File: src/rtl/i2s_tx_pkg.sv
// Shared types and defaults for the I2S transmit serializer.
package i2s_tx_pkg;
  localparam int unsigned I2S_SAMPLE_W = 16;
  localparam int unsigned I2S_SLOT_W   = 32;
  localparam int unsigned I2S_DELAY    = 1;

  typedef struct packed {
    logic signed [I2S_SAMPLE_W-1:0] l;
    logic signed [I2S_SAMPLE_W-1:0] r;
  } stereo_sample_t;
endpackage

File: src/rtl/i2s_tx_serializer_fifo.sv
// Small FIFO for stereo sample pairs; head word is readable combinationally.
module sample_fifo
  import i2s_tx_pkg::*;
#(
  parameter  int unsigned WIDTH = 2 * I2S_SAMPLE_W,
  parameter  int unsigned DEPTH = 4,
  localparam int unsigned PTR_W = $clog2(DEPTH)
) (
  input  logic             AUD_CLK,
  input  logic             RESET,
  input  logic             push,
  input  logic             pop,
  input  logic [WIDTH-1:0] wdata,
  output logic [WIDTH-1:0] rdata,
  output logic             full,
  output logic             empty,
  output logic [PTR_W:0]   level
);
  logic [WIDTH-1:0] mem [DEPTH];
  logic [PTR_W-1:0] wr_ptr;
  logic [PTR_W-1:0] rd_ptr;
  logic             do_push;
  logic             do_pop;
  logic [PTR_W:0]   level_nxt;

  assign do_push = push && !full;
  assign do_pop  = pop && !empty;
  assign rdata   = mem[rd_ptr];

  always_comb begin
    level_nxt = level;
    if (do_push && !do_pop)
      level_nxt = level + 1'b1;
    else if (!do_push && do_pop)
      level_nxt = level - 1'b1;
  end

  always_ff @(posedge AUD_CLK) begin
    if (RESET) begin
      wr_ptr <= '0;
      rd_ptr <= '0;
      level  <= '0;
      full   <= 1'b0;
      empty  <= 1'b1;
    end else begin
      if (do_push) wr_ptr <= wr_ptr + 1'b1;
      if (do_pop)  rd_ptr <= rd_ptr + 1'b1;
      level <= level_nxt;
      full  <= (level_nxt == (PTR_W+1)'(DEPTH));
      empty <= (level_nxt == '0);
    end
  end

  always_ff @(posedge AUD_CLK) begin
    if (do_push) mem[wr_ptr] <= wdata;
  end
endmodule

File: src/rtl/i2s_tx_serializer.sv
// I2S transmitter for the WM8731 DAC: buffers stereo pairs and shifts them out MSB first.
// Optional build macro I2S_TX_ATTEN_EN adds an ATTEN[2:0] arithmetic right-shift at frame load.
module i2s_tx_serializer
  import i2s_tx_pkg::*;
#(
  parameter int unsigned SAMPLE_W   = I2S_SAMPLE_W,
  parameter int unsigned SLOT_W     = I2S_SLOT_W,
  parameter int unsigned FIFO_DEPTH = 4
) (
  input  logic                        AUD_CLK,
  input  logic                        RESET,
  input  logic [SAMPLE_W-1:0]         SAMPLE_L,
  input  logic [SAMPLE_W-1:0]         SAMPLE_R,
  input  logic                        SAMPLE_VALID,
  output logic                        SAMPLE_READY,
`ifdef I2S_TX_ATTEN_EN
  input  logic [2:0]                  ATTEN,
`endif
  output logic                        AUD_DACLRCK,
  output logic                        AUD_DACDAT,
  output logic                        UNDERRUN,
  output logic [$clog2(FIFO_DEPTH):0] FIFO_LEVEL
);
  localparam int unsigned FRAME = 2 * SLOT_W;
  localparam int unsigned BC_W  = $clog2(FRAME);
  localparam int unsigned IDX_W = $clog2(SAMPLE_W);
  localparam logic [BC_W-1:0] LAST = BC_W'(FRAME - 1);

  logic [BC_W-1:0]            bc;
  logic [BC_W-1:0]            bc_nxt;
  logic signed [SAMPLE_W-1:0] fl;
  logic signed [SAMPLE_W-1:0] fr;
  logic signed [SAMPLE_W-1:0] fl_ld;
  logic signed [SAMPLE_W-1:0] fr_ld;
  logic [2*SAMPLE_W-1:0]      head;
  logic                       fifo_full;
  logic                       fifo_empty;
  logic                       rst_q;
  logic                       load;
  logic                       dat_nxt;
  logic                       lrck_nxt;

  sample_fifo #(
    .WIDTH (2 * SAMPLE_W),
    .DEPTH (FIFO_DEPTH)
  ) u_fifo (
    .AUD_CLK (AUD_CLK),
    .RESET   (RESET),
    .push    (SAMPLE_VALID && SAMPLE_READY),
    .pop     (load),
    .wdata   ({SAMPLE_L, SAMPLE_R}),
    .rdata   (head),
    .full    (fifo_full),
    .empty   (fifo_empty),
    .level   (FIFO_LEVEL)
  );

  assign load         = (bc == LAST);
  assign UNDERRUN     = load && fifo_empty;
  assign SAMPLE_READY = !fifo_full && !rst_q;
  assign bc_nxt       = load ? '0 : bc + 1'b1;

  always_comb begin
    fl_ld = '0;
    fr_ld = '0;
    if (!fifo_empty) begin
`ifdef I2S_TX_ATTEN_EN
      fl_ld = $signed(head[2*SAMPLE_W-1:SAMPLE_W]) >>> ATTEN;
      fr_ld = $signed(head[SAMPLE_W-1:0]) >>> ATTEN;
`else
      fl_ld = head[2*SAMPLE_W-1:SAMPLE_W];
      fr_ld = head[SAMPLE_W-1:0];
`endif
    end
  end

  // Output registers are fed from bc_nxt so the pins present the bit for the current bc.
  always_comb begin
    lrck_nxt = (bc_nxt >= BC_W'(SLOT_W));
    dat_nxt  = 1'b0;
    if (bc_nxt >= BC_W'(I2S_DELAY) && bc_nxt < BC_W'(SAMPLE_W + I2S_DELAY))
      dat_nxt = fl[IDX_W'(SAMPLE_W - 1 + I2S_DELAY - int'(bc_nxt))];
    else if (bc_nxt >= BC_W'(SLOT_W + I2S_DELAY) &&
             bc_nxt <  BC_W'(SLOT_W + SAMPLE_W + I2S_DELAY))
      dat_nxt = fr[IDX_W'(SLOT_W + SAMPLE_W - 1 + I2S_DELAY - int'(bc_nxt))];
  end

  always_ff @(posedge AUD_CLK) begin
    if (RESET) begin
      bc          <= '0;
      fl          <= '0;
      fr          <= '0;
      AUD_DACLRCK <= 1'b0;
      AUD_DACDAT  <= 1'b0;
      rst_q       <= 1'b1;
    end else begin
      bc          <= bc_nxt;
      AUD_DACLRCK <= lrck_nxt;
      AUD_DACDAT  <= dat_nxt;
      rst_q       <= 1'b0;
      if (load) begin
        fl <= fl_ld;
        fr <= fr_ld;
      end
    end
  end
endmodule

File: config.mk
export PLATFORM = sky130hd
export DESIGN_NAME = i2s_tx_serializer
export DESIGN_NICKNAME = d
export VERILOG_FILES = /design/src/rtl/i2s_tx_pkg.sv /design/src/rtl/i2s_tx_serializer_fifo.sv /design/src/rtl/i2s_tx_serializer.sv
export SDC_FILE = /design/constraint.sdc
export NUM_CORES = 1
export LEC_CHECK = 0
export BUFFER_PORTS_ARGS = -buffer_cell sky130_fd_sc_hd__buf_2
export CORE_MARGIN = 4
export CORE_UTILIZATION = 54
export DETAILED_ROUTE_END_ITERATION = 10
export GPL_TIMING_DRIVEN = 0
export PLACE_DENSITY = 0.75
export SYNTH_ARGS = -nofsm -noshare
export SYNTH_HDL_FRONTEND = slang
export SYNTH_HIERARCHICAL = 1
export SYNTH_SLANG_ARGS = --single-unit
File: constraint.sdc
create_clock -name AUD_CLK -period 2.1 [get_ports AUD_CLK]
set_input_delay 0.21 -clock AUD_CLK [delete_from_list [all_inputs] [get_ports AUD_CLK]]
set_output_delay 0.21 -clock AUD_CLK [all_outputs]
set_load 0.01 [all_outputs]
==> metrics <==
reg2reg start bc[0]; share of cells above drive strength 1 29.16%; RSZ-0062 raised after global routing yes; Slew @ Worst Pin 0.7704 ns; fin crit period 2.219 ns; internal power 6184 uW; final core occ 67.61%; post-synth cell types 52; Via density 5.553; Slew headroom 48.64%; area occupied by registers 4895 um2; Most used DFF post-synth edfxtp_1; R2R Path End AUD_DACDAT; Pre-Repair DR Iteration Count 5; CTS tree done; hold depth 1; post-route ant nets 0; Net Sw Power 1603 uW; Seq/Total Area, Yosys 67.19%; Final Max Tran Viols 0; final net count 615; Post-Route Setup TNS -0.1350 ns; Critical Path AT 2.54 ns; Power Dens Cells 873.2 nW/um2; Multi-input gate area 2296 um2; Mapped Area 7269 um2; filler cell count in the final layout 887; CP endpoint kind flip-flop; crit-path max FO 8; clock root buffer clkbuf_16; clock buffer count from CTS 17; cells on worst reg2reg path 9; leak pwr 0.003001 uW; Final GP Congestion 0.8842; Clock Latency Late Sink 0.43 ns; clk sinks 180; WL per Instance 18.43 um; Critical Path RT 2.42 ns; syn avg cell area 15.70 um2; via count 4215; fmax 0.4506 GHz; Cells after DPL 680; Post-synth ARST share 0%; I/O Buffers 41; Max-Cap Viols 0; status complete, but fails checks; total track usage 19.64%; Post-Syn Nets 507; CTS Buffer Depth 2; Die ar. 15380 um2; Final Worst Setup Slack -0.1193 ns; YS warnings 6; die outline width 124.0 um; DRT Wirelength 13990 um; Final Hold Viols 0; Post-synth EDFFs 128; grt total ovfl 0; # H-tree levels 4; clk slew on worst S/H paths 0.07 ns; peak supply drop 0.5570 mV; core box area 13190 um2; HPWL after DPL 8455 um; initial antenna violation count 0; Initial Util 55.11%; Critical Path Source Type flip-flop; endpoints failing setup 2; Top Ports 42; Row Count 42; clock power share 41.0%; largest net degree at the start of global routing 33; path type of the worst min-delay path in2reg; Gate power share 8.2%; post-route insts no fill 759; hold endpoint u_fifo/mem[0][12]; n_diodes 0; Area Growth Syn to Fin 22.67%; Critical Setup Path Class reg2reg; vias in the first global route 4444; DRC Markers 0; cells after synthesis 463; worst hold path startpoint SAMPLE_R[12]; FF-to-FF setup slack -0.12 ns; sequential group share of total power 50.8%; Final Cycle Share 105.7%; first-pass GRT wire length 22430 um; Sw Share 20.58%; Starting DRT DRC Count 305; #FFs+latches synth 180; failing checks negative setup slack; skew final 0.007398 ns; Die Y 124.0 um
-- registers in the layout (all words and copies together), names as in the netlist, 2 cells and up, named ones only --
register / count
u_fifo/rd_ptr: 2
u_fifo/level: 3
fl: 16
fr: 16
u_fifo/wr_ptr: 2
u_fifo/mem: 128
bc: 6
-- critical path: stages (launching register included) --
cell and delay, ns:
dfxtp_4 0.36, buf_8 0.12, inv_4 0.05, ha_4 0.19
buf_8 0.14, buf_4 0.13, mux2i_1 0.10, mux4_2 0.46
a211o_1 0.28, a311oi_2 0.27
-- Yosys cell counts, drive strengths merged (2+ instances only) --
master  number  area share, %
o21ai        5           0.34
edfxtp     128             53
nor3         4           0.34
o311ai       2           0.24
mux2         2           0.36
dfxtp       52             14
inv         10           0.52
a211oi       3           0.31
nand3b      33            3.4
xor2         2           0.24
ha           9            1.5
and3         3           0.33
a21oi       39            2.7
nand2       38            2.0
nor2b        7           0.71
nand2b       4           0.34
a311oi       3           0.53
mux4        34             11
clkbuf      13           0.67
and2         6           0.52
buf         16            1.5
a31oi        3           0.46
nand3        8           0.72
xnor2        6           0.98
nor4         2           0.26
mux2i       11            1.5
nor2        10           0.52
-- cell usage in the layout, fill, tap and decap left out, drive strengths merged, types with 2 or more instances in the layout --
cell type    netlist  routed
inv               10      10
mux2               2       2
a211oi             3       3
bufinv             0       4
nand3              8       8
mux4              34      34
nand2             38      38
dlygate4sd3        0      29
nor4               2       2
nor2b              7       7
a21oi             39      39
a31oi              3       3
nor2              10      10
dfxtp             52      52
o21ai              5       5
xor2               2       2
clkinv             0       6
nand3b            33      33
and2               6       6
ha                 9       9
nand2b             4       4
buf               16      76
nor3               4       4
clkbuf            13      32
and3               3       3
o311ai             2       2
mux2i             11      11
a311oi             3       3
xnor2              6       6
edfxtp           128     128
clkinvlp           0       2
-- metrics by stage --
stage | instance area [um2] | worst slack (ns) | total power (uW) | hold slack, ns
global route | 8917 | -0.1765 | 8038 | 0.001588
global placement | 7707 | -0.3604 | 4501 | 0.4168
finish | 8917 | -0.1193 | 7787 | 0.01095
detailed placement | 7707 | -0.4832 | 4529 | 0.4205
floorplan | 7282 | -0.06030 | 4348 | 0.2377
CTS | 8761 | -0.07342 | 7779 | 0.0004958
-- kinds of logic after synthesis --
logic type,synth area share [%]
AO/OA/AOI/OAI,5.508
XOR/XNOR,1.222
adder cells (fa/ha/maj),1.549
buffers and inverters,2.685
flip-flops,67.19
multiplexers,12.41
AND/OR/NAND/NOR,9.432
-- routing by layer --
layer / vias to the layer above / share of wire [%] / global-route usage (%)
met5: - / 0 / 0
li1: 1980 / - / -
met3: 29 / 4.7 / 3.860
met1: 2089 / 40 / 24.72
met4: 0 / 2.7 / 9.651
met2: 117 / 52 / 32.75
-- worst max path at each step --
stage,startpoint,to,slack [ns],depth (start not counted)
finish,bc[0],AUD_DACDAT,-0.12,9
global route,bc[0],AUD_DACDAT,-0.18,11
CTS,bc[0],AUD_DACDAT,-0.07,8
detailed placement,bc[1],u_fifo/full,-0.48,11
global placement,bc[0],AUD_DACDAT,-0.36,10
floorplan,bc[0],AUD_DACDAT,-0.06,8
-- power by group through the flow --
stage / Combinational [uW] / Sequential (uW) / Clock [uW]
finish: 642 / 3950 / 3190
global route: 697 / 3960 / 3380
CTS: 597 / 3950 / 3230
detailed placement: 497 / 4030 / 0
global placement: 477 / 4020 / 0
floorplan: 328 / 4020 / 0
-- layout make-up --
class,count,share of cell area [%]
Sequential cell,180,54.89
Buffer,29,2.455
Multi-Input combinational cell,244,25.75
Inverter,10,0.4771
Clock buffer,19,4.855
Clock inverter,12,1.824
Tap cell,176,2.469
Timing Repair Buffer,89,7.282
-- timing repair --
item,CTS,global route
endpoints found under the setup margin,139,4
buffers inserted,9,10
resized for setup,27,20
endpoints found under the hold margin,109,0
pin swaps,7,6
hold buffers,29,0
No activity file was read; power rests on OpenSTA's default activity.
